File: src/rtl/falafel_mem_arbiter.sv
// falafel_mem_arbiter
//
// Round-robin arbiter sharing the single falafel memory port between
// NUM_REQ requesters (index 0 is the allocator core). One request per cycle
// is forwarded to the memory request channel. The requester index of every
// accepted read is pushed into an in-order tag FIFO so that in-order memory
// responses can be routed back to the requester that issued them.
//
// Ports:
//   clk_i, rst_i            clock, asynchronous active-high reset
//   req_val_i/req_rdy_o     per-requester request handshake
//   req_is_write_i          per-requester write flag (1 = write)
//   req_addr_i/req_data_i   packed address / write data, DATA_W per requester
//   rsp_val_o/rsp_rdy_i     per-requester read response handshake
//   rsp_data_o              response data shared by all requesters
//   mem_req_*               memory request channel
//   mem_rsp_*               memory response channel (reads only, in order)
//   outstanding_o           reads in flight
//   err_o                   sticky: response arrived with no read outstanding
module falafel_mem_arbiter #(
    parameter int DATA_W          = 64,
    parameter int NUM_REQ         = 2,
    parameter int MAX_OUTSTANDING = 4
) (
    input  logic                                 clk_i,
    input  logic                                 rst_i,
    input  logic [NUM_REQ-1:0]                   req_val_i,
    output logic [NUM_REQ-1:0]                   req_rdy_o,
    input  logic [NUM_REQ-1:0]                   req_is_write_i,
    input  logic [NUM_REQ*DATA_W-1:0]            req_addr_i,
    input  logic [NUM_REQ*DATA_W-1:0]            req_data_i,
    output logic [NUM_REQ-1:0]                   rsp_val_o,
    input  logic [NUM_REQ-1:0]                   rsp_rdy_i,
    output logic [DATA_W-1:0]                    rsp_data_o,
    output logic                                 mem_req_val_o,
    input  logic                                 mem_req_rdy_i,
    output logic                                 mem_req_is_write_o,
    output logic [DATA_W-1:0]                    mem_req_addr_o,
    output logic [DATA_W-1:0]                    mem_req_data_o,
    input  logic                                 mem_rsp_val_i,
    output logic                                 mem_rsp_rdy_o,
    input  logic [DATA_W-1:0]                    mem_rsp_data_i,
    output logic [$clog2(MAX_OUTSTANDING+1)-1:0] outstanding_o,
    output logic                                 err_o
);

    localparam int IDX_W = $clog2(NUM_REQ);
    localparam int PTR_W = $clog2(MAX_OUTSTANDING);
    localparam int CNT_W = $clog2(MAX_OUTSTANDING + 1);

    typedef enum logic {
        OPEN,
        LOCKED
    } state_t;

    state_t             state;
    logic [IDX_W-1:0]   rr_ptr;
    logic [IDX_W-1:0]   lock_idx;
    logic [IDX_W-1:0]   pick;
    logic [IDX_W-1:0]   cand;
    logic [IDX_W-1:0]   sel;
    logic [IDX_W-1:0]   head;
    logic               found;
    logic [NUM_REQ-1:0] eligible;
    logic               req_valid;
    logic               req_fire;

    logic [IDX_W-1:0]   tags [MAX_OUTSTANDING];
    logic [PTR_W-1:0]   wr_ptr;
    logic [PTR_W-1:0]   rd_ptr;
    logic [CNT_W-1:0]   count;
    logic               full;
    logic               empty;
    logic               push;
    logic               pop;
    logic               stray;

    assign full  = (count == CNT_W'(MAX_OUTSTANDING));
    assign empty = (count == '0);

    // Reads need a free tag slot; the registered full flag is used, so a pop
    // in the same cycle does not free a slot for a new read.
    assign eligible = req_val_i & (req_is_write_i | {NUM_REQ{~full}});

    // First eligible index scanning upward from rr_ptr+1, wrapping around.
    always_comb begin
        pick  = rr_ptr;
        cand  = '0;
        found = 1'b0;
        for (int unsigned k = 1; k <= NUM_REQ; k++) begin
            cand = IDX_W'((32'(rr_ptr) + k) % NUM_REQ);
            if (!found && eligible[cand]) begin
                pick  = cand;
                found = 1'b1;
            end
        end
    end

    assign sel       = (state == LOCKED) ? lock_idx : pick;
    assign req_valid = (state == LOCKED) ? req_val_i[lock_idx] : (|eligible);

    assign mem_req_val_o      = req_valid & ~rst_i;
    assign mem_req_is_write_o = req_is_write_i[sel];
    assign mem_req_addr_o     = req_addr_i[sel*DATA_W +: DATA_W];
    assign mem_req_data_o     = req_data_i[sel*DATA_W +: DATA_W];

    assign req_fire = mem_req_val_o & mem_req_rdy_i;
    assign push     = req_fire & ~mem_req_is_write_o;

    always_comb begin
        req_rdy_o      = '0;
        req_rdy_o[sel] = req_fire;
    end

    // Response routing follows the oldest outstanding tag.
    assign head = tags[rd_ptr];

    always_comb begin
        rsp_val_o       = '0;
        rsp_val_o[head] = mem_rsp_val_i & ~empty & ~rst_i;
    end

    assign rsp_data_o = mem_rsp_data_i;

    // With no read outstanding the response is accepted and dropped so a
    // stray beat cannot stall the memory response channel.
    assign mem_rsp_rdy_o = ~rst_i & (empty ? 1'b1 : rsp_rdy_i[head]);
    assign pop           = mem_rsp_val_i & mem_rsp_rdy_o & ~empty;
    assign stray         = mem_rsp_val_i & empty;

    // Grant FSM and round-robin pointer.
    always_ff @(posedge clk_i or posedge rst_i) begin
        if (rst_i) begin
            state    <= OPEN;
            lock_idx <= '0;
            rr_ptr   <= IDX_W'(NUM_REQ - 1);
        end else begin
            case (state)
                OPEN: begin
                    if (mem_req_val_o && !mem_req_rdy_i) begin
                        state    <= LOCKED;
                        lock_idx <= pick;
                    end
                end
                LOCKED: begin
                    if (req_fire) begin
                        state <= OPEN;
                    end
                end
                default: state <= OPEN;
            endcase
            if (req_fire) begin
                rr_ptr <= sel;
            end
        end
    end

    // Tag storage holds no control state, so it needs no reset.
    always_ff @(posedge clk_i) begin
        if (push) begin
            tags[wr_ptr] <= sel;
        end
    end

    always_ff @(posedge clk_i or posedge rst_i) begin
        if (rst_i) begin
            wr_ptr <= '0;
            rd_ptr <= '0;
            count  <= '0;
            err_o  <= 1'b0;
        end else begin
            if (push) begin
                wr_ptr <= wr_ptr + 1'b1;
            end
            if (pop) begin
                rd_ptr <= rd_ptr + 1'b1;
            end
            case ({push, pop})
                2'b10:   count <= count + 1'b1;
                2'b01:   count <= count - 1'b1;
                default: count <= count;
            endcase
            if (stray) begin
                err_o <= 1'b1;
            end
        end
    end

    assign outstanding_o = count;

    // A locked requester must keep valid asserted until it is accepted.
    a_locked_valid_held: assert property (
        @(posedge clk_i) disable iff (rst_i)
        (state == LOCKED) |-> req_val_i[lock_idx]
    );

    a_count_bounded: assert property (
        @(posedge clk_i) disable iff (rst_i)
        count <= CNT_W'(MAX_OUTSTANDING)
    );

endmodule

File: config.mk
export PLATFORM = sky130hd
export DESIGN_NAME = falafel_mem_arbiter
export DESIGN_NICKNAME = d
export VERILOG_FILES = /design/src/rtl/falafel_mem_arbiter.sv
export SDC_FILE = /design/constraint.sdc
export NUM_CORES = 1
export LEC_CHECK = 0
export CAP_MARGIN = 30
export CORE_AREA = 2 2 207 209
export DETAILED_ROUTE_END_ITERATION = 8
export DIE_AREA = 0 0 209 211
export HOLD_SLACK_MARGIN = 0.1
export PLACE_DENSITY = 0.42
export SYNTH_ARGS = -nofsm -noshare
export SYNTH_HDL_FRONTEND = slang
export SYNTH_SLANG_ARGS = --single-unit
File: constraint.sdc
create_clock -name clk_i -period 7.8 [get_ports clk_i]
set_input_delay 1.56 -clock clk_i [delete_from_list [all_inputs] [get_ports clk_i]]
set_output_delay 1.56 -clock clk_i [all_outputs]
set_load 0.05 [all_outputs]
==> results.py, run 1 <==
metrics = {
    "status": {
        "outcome": "finished clean",
    },
    "worst_setup_path": {
        "timing.rr.end": "outstanding_o[2]",
        "critical_path_class": "primary input to primary output",
        "critPathSlowestCell": "clkdlybuf4s50_1",
        "cp-start-kind": "primary input",
        "r2r-start": "outstanding_o[0]",
        "r2r_setup_slack_ps": 4800,
        "cp.depth": 7,
        "end_kind": "primary output",
        "slowest_delay_ps": 770,
        "worstPathRequired_ps": 6240,
        "path_buf_inv": 3,
        "worstPathCellList": "clkdlybuf4s50_1 -> or4b_1 -> a32o_1 -> nor2_4 -> buf_12 -> mux2_1 -> clkdlybuf4s50_1",
        "ff2ff_path_depth": 9,
        "crit_top_cell": "clkdlybuf4s50_1",
        "crit_fanout": 77,
        "arrival_ps": 4630,
        "cp_top_family": "buffers and inverters",
    },
    "yosys": {
        "syn_area_per_cell_sq_um": 10.3,
        "yosysUniqueCellTypes": 35,
        "synth-main-ff-cell": "dfrtp_1",
        "synthTopCellsByArea": "mux2_1, mux2_2, buf_4",
        "syn_nets": 621,
        "synth_top_area_cell": "mux2_1",
        "yosys_register_bits": 15,
        "synthCells": 285,
        "yosys.area.top_type_share_pct": 25.8,
        "synth_seq_area_share_pct": 13.5,
        "yosys_warnings": 0,
        "synthArstFlopShare_pct": 73.3,
        "synth_edf_count": 4,
        "synth_area_sq_mm": 0.00293,
    },
    "cts": {
        "clkSlewWorstSetupHoldPaths_ps": 50,
        "post_cts_resized": 0,
        "ctsRootBufferMaster": "clkbuf_16",
        "postCtsHoldBufs": 0,
        "cts_sinks": 15,
        "htreeDepth": 1,
        "numCtsBuffers": 3,
        "clockBufferDepth": 2,
        "cts_tree": "yes",
        "cts_setup_buffers": 0,
        "clock_latency_ps": 240,
    },
    "timing": {
        "drv_slew": 0,
        "rsz0062_at_grt": "false",
        "fin_skew_ps": 1.68,
        "max_freq_ghz": 0.162,
        "tightestPinTransition_ps": 623,
        "hold_violations": 0,
        "setup_tns_ps": 0,
        "post-route-period-util_pct": 79.3,
        "max-slew-margin-rel_pct": 58.3,
        "hold_ws_ps": 489,
        "setup_violations": 0,
        "period_minus_slack_ps": 6190,
    },
    "cells_and_area": {
        "mostFrequentLayoutCell": "clkdlybuf4s50_1",
        "syn_to_final_growth_pct": 145,
        "drive_gt1_share_pct": 12.2,
        "nNetsFinal": 954,
        "mostFrequentLayoutCells": "clkdlybuf4s50_1, mux2_1, mux2_2",
        "antenna_cells": 0,
    },
    "pwr": {
        "seqPwrFrac_pct": 5.5,
        "p_sw_share_pct": 58.9,
        "vdd_ir_drop_max_mv": 0.175,
        "finalPower_uw": 2920,
        "p_leak_uw": 0.00256,
        "internal_power_uw": 1200,
        "power.switching_uw": 1720,
        "clock_power_share_pct": 3.3,
        "power_frac_comb_pct": 91.1,
        "p_per_area_mw_per_mm2": 407,
    },
    "grt": {
        "grt-ovfl-total": 0,
        "grt_pass1_vias": 3762,
        "grt_pass1_wl_microns": 22300,
        "grt_max_degree": 78,
        "grtUsageTotal_pct": 6.67,
        "antenna_found_initial": 1,
    },
    "hold_path": {
        "hp-start": "err_o",
        "worst_hold_path_type": "register to register",
        "hold_depth": 1,
        "hold_end": "err_o",
    },
    "floorplanning": {
        "rows": 75,
        "die_area_sq_mm": 0.0441,
        "die_x_microns": 209,
        "pin_count": 533,
        "die_h_microns": 211,
        "coreArea_sq_mm": 0.0418,
        "initial_core_util_pct": 7.01,
    },
    "placement": {
        "portBuffers": 404,
        "place.gp.congestion": 0.742,
        "dpl.hpwl_microns": 14200,
    },
    "route": {
        "wl_per_cell_microns": 13.8,
        "routed_wirelength_microns": 16000,
        "drt_iter0_drc": 41,
        "avgViaCountPerCell": 2.99,
        "vias": 3460,
        "ant_nets": 0,
        "dr.pass1.iters": 4,
        "remaining_drc_errors": 0,
    },
    "flow_run": {
        "cap_violations": 0,
    },
}
[sequential cells by signal (all words and copies together) (netlist names), named ones only]
register       cells
rd_ptr             2
err_o              1
wr_ptr             2
tags               4
outstanding_o      3
lock_idx           1
rr_ptr             1
[routing by layer]
| metal | share of wire [%] | track usage, % |
|---|---|---|
| met1 | 36 | 6.66 |
| met2 | 49 | 12.6 |
| met3 | 14 | 3.42 |
| met4 | 0.62 | 0.788 |
| met5 | 0.081 | 0 |
[worst max-delay path by stage]
stage | slack [ps] | from | end
6_report | 1610 | req_is_write_i[0] | mem_req_addr_o[0]
4_1_cts | 1590 | req_is_write_i[0] | mem_req_addr_o[0]
3_3_place_gp | 1590 | req_is_write_i[0] | mem_req_addr_o[0]
3_5_place_dp | 1610 | req_is_write_i[0] | mem_req_addr_o[6]
5_1_grt | 1530 | req_is_write_i[0] | mem_req_addr_o[6]
2_1_floorplan | 2830 | req_is_write_i[1] | req_rdy_o[0]
[cell usage after synthesis (2+ instances only)]
cell and n:
buf_4 64, ha_1 5, nand2_1 4, mux2_1 67, buf_6 8, inv_1 11, xnor2_1 3, mux2_2 64
dfrtp_1 10, buf_2 6, nand3_1 5, edfxtp_1 4, and3_1 4, nor2b_1 2, mux2i_1 2, nor2_1 5
xor2_1 3
[final cells by class]
class	count	area, sq um
clock buffer	4	78.8
fill	4674	34600
inverter	11	41.3
multi-input combinational	181	1890
sequential	15	397
tap	539	674
timing repair buffer	406	4080
[through the flow]
stage | instance area (sq um) | worst slack, ps | instances | util (%)
finish | 7170 | 1610 | 1156 | 17.2
global route | 7170 | 1530 | 1156 | 17.2
CTS | 7170 | 1590 | 1156 | 17.2
detailed placement | 7090 | 1610 | 1152 | 17.0
global placement | 7090 | 1590 | 1152 | 17.0
floorplan | 2930 | 2830 | 285 | -
[power by group through the flow]
| stage | clock (uW) | combinational (uW) | sequential (uW) |
|---|---|---|---|
| floorplan | 0 | 1900 | 185 |
| global placement | 0 | 2700 | 162 |
| detailed placement | 0 | 2680 | 161 |
| CTS | 99.8 | 2700 | 161 |
| global route | 104 | 2770 | 166 |
| finish | 97.4 | 2660 | 161 |
[cell families after synthesis]
kind of cell               Yosys count  share of synthesized area (%)
AOI/OAI and AO/OA                   10                           3.20
xor gates and xnor gates             6                           1.79
adders and majority gates            6                           2.82
buffers and inverters               89                           21.9
DFF                                 15                           13.5
muxes                              134                           51.8
and+or+nand+nor                     25                           4.91
(Power assumes the default switching activity.)
==> run 2: changes to the inputs <==
CORE_AREA = 2 2 209 211   (was 2 2 207 209)
DIE_AREA = 0 0 211 213   (was 0 0 209 211)
PLACE_DENSITY = 0.43   (was 0.42)
clock period = 5.2 ns   (was 7.8 ns; I/O delays follow)
==> run 2 against run 1 <==
  * Power rose by 45%
  * Core utilization fell by 0.99 points
  * Non-clock buffer count rose by 1
  * Setup slack got worse by 970 ps
  * Design area fell by 3.6%
  * Clock power rose by 53%
  * Clock skew rose by 1.2 ps
  * Sequential share of layout area rose by 0.21 points
  * Combinational power rose by 44%
  * Clock-buffer cell count fell by 1
  * Critical endpoint is now mem_req_data_o[9]
  * Largest power group unchanged
  * Highest routed layer unchanged
==> results.py, run 2 (synthesized netlist as in run 1, its figures left out) <==
metrics = {
    "hold_path": {
        "worst_hold_path_type": "register to register",
    },
    "cts": {
        "cts_sinks": 15,
        "numCtsBuffers": 3,
        "cts_tree": "yes",
        "clock_latency_ps": 240,
        "clockBufferDepth": 2,
        "htreeDepth": 1,
        "clkSlewWorstSetupHoldPaths_ps": 50,
        "postCtsHoldBufs": 0,
        "post_cts_resized": 0,
        "ctsRootBufferMaster": "clkbuf_16",
        "cts_setup_buffers": 0,
    },
    "timing": {
        "setup_violations": 0,
        "hold_violations": 0,
        "tightestPinTransition_ps": 534,
        "post-route-period-util_pct": 87.7,
        "fin_skew_ps": 2.87,
        "period_minus_slack_ps": 4560,
        "max-slew-margin-rel_pct": 64.2,
        "rsz0062_at_grt": "false",
        "max_freq_ghz": 0.219,
        "setup_tns_ps": 0,
        "drv_slew": 0,
    },
    "placement": {
        "dpl.hpwl_microns": 15000,
        "placed_cell_area_sq_mm": 0.00683,
        "place.gp.congestion": 0.730,
        "portBuffers": 404,
        "dp_cells": 1160,
    },
    "route": {
        "routed_wirelength_microns": 16700,
        "avgViaCountPerCell": 3.00,
        "remaining_drc_errors": 0,
        "drt_iter0_drc": 48,
        "ant_nets": 0,
        "dr.pass1.iters": 4,
        "wl_per_cell_microns": 14.4,
        "vias": 3489,
    },
    "flow_run": {
        "cap_violations": 0,
    },
    "pwr": {
        "vdd_ir_drop_max_mv": 0.463,
        "p_leak_uw": 0.00270,
        "p_per_area_mw_per_mm2": 610,
    },
    "grt": {
        "grt_pass1_wl_microns": 23100,
        "grtUsageTotal_pct": 6.88,
        "grt_max_degree": 72,
        "grt-ovfl-total": 0,
        "grt_pass1_vias": 3736,
        "antenna_found_initial": 3,
    },
    "cells_and_area": {
        "mostFrequentLayoutCells": "clkdlybuf4s50_1, buf_4, mux2_1",
        "seq_area_sq_um": 397,
        "largest_reg_flops": 4,
        "top_register": "tags",
        "nFillCells": 4785,
        "syn_to_final_growth_pct": 136,
        "drive_gt1_share_pct": 33.7,
        "final_cell_area_sq_mm": 0.00691,
        "multiInputGateArea_sq_mm": 0.00189,
        "fin_cells": 1164,
        "mostFrequentLayoutCell": "clkdlybuf4s50_1",
        "nNetsFinal": 955,
        "antenna_cells": 0,
    },
    "floorplanning": {
        "coreArea_sq_mm": 0.0427,
        "die_x_microns": 211,
        "initial_core_util_pct": 6.86,
        "pin_count": 533,
        "die_area_sq_mm": 0.0449,
        "rows": 76,
        "die_h_microns": 213,
    },
    "worst_setup_path": {
        "crit_fanout": 71,
        "end_kind": "primary output",
        "worstPathCellList": "clkdlybuf4s50_1 -> or4b_1 -> a32o_1 -> nor2_4 -> buf_12 -> mux2_2 -> buf_12",
        "r2r_setup_slack_ps": 2300,
        "path_buf_inv": 3,
        "crit_top_cell": "buf_12",
        "cp-start-kind": "primary input",
        "slowest_delay_ps": 500,
        "cp_top_family": "buffers and inverters",
        "worstPathRequired_ps": 4160,
        "arrival_ps": 3520,
        "critical_path_class": "primary input to primary output",
        "critPathSlowestCell": "or4b_1",
    },
    "status": {
        "outcome": "finished clean",
    },
}
## run 2: changes by cell type in the layout (fill, tap and decap cells not counted)
cell / before / now
buf_12: 2 / 6
buf_4: 0 / 128
clkbuf_1: 1 / 0
clkdlybuf4s50_1: 404 / 273
clkinv_2: 0 / 1
## run 2: path summary, 6_finish.rpt
| check | start | endpoint | cells after the start |
|---|---|---|---|
| setup / recovery | req_is_write_i[0] | mem_req_data_o[9] | 7 |
| hold / removal | rd_ptr[1] | rd_ptr[1] | 1 |
| setup reg to reg | outstanding_o[0] | outstanding_o[2] | 9 |
| hold reg to reg | rd_ptr[1] | rd_ptr[1] | 1 |
| max in group asynchronous | rst_i | err_o | 3 |
| min in group asynchronous | rst_i | async pin | 2 |
## run 2: per-layer routing
| layer | vias up | share of wire (%) | track usage (%) |
|---|---|---|---|
| met5 | - | 0.078 | 0 |
| met4 | 2 | 0.38 | 0.461 |
| met3 | 8 | 13 | 3.13 |
| met2 | 325 | 51 | 13.5 |
| met1 | 1544 | 35 | 6.89 |
| li1 | 1610 | - | - |
## run 2: power breakdown
group          switching [uW]  total [uW]  leakage, uW  internal, uW
clock                    46.6         149    0.0000409           103
sequential               54.7         234     0.000162           179
combinational            2440        3830      0.00250          1390
## run 2: area by class of cell
cell class              count  area share (%)
clock buffers               3            1.09
clock inverters             1          0.0725
inverters                  11           0.598
multi-input cells         181            27.4
flip-flops and latches     15            5.74
well taps                 546            9.89
repair buffers            407            55.2
## run 2: stage by stage
stage	utilization (%)	total power, uW	hold WS (ps)	worst slack [ps]
floorplan	-	3130	453	1270
global placement	16.0	4130	460	615
detailed placement	16.0	4120	478	618
CTS	16.2	4280	491	598
global route	16.2	4430	492	484
finish	16.2	4210	484	642
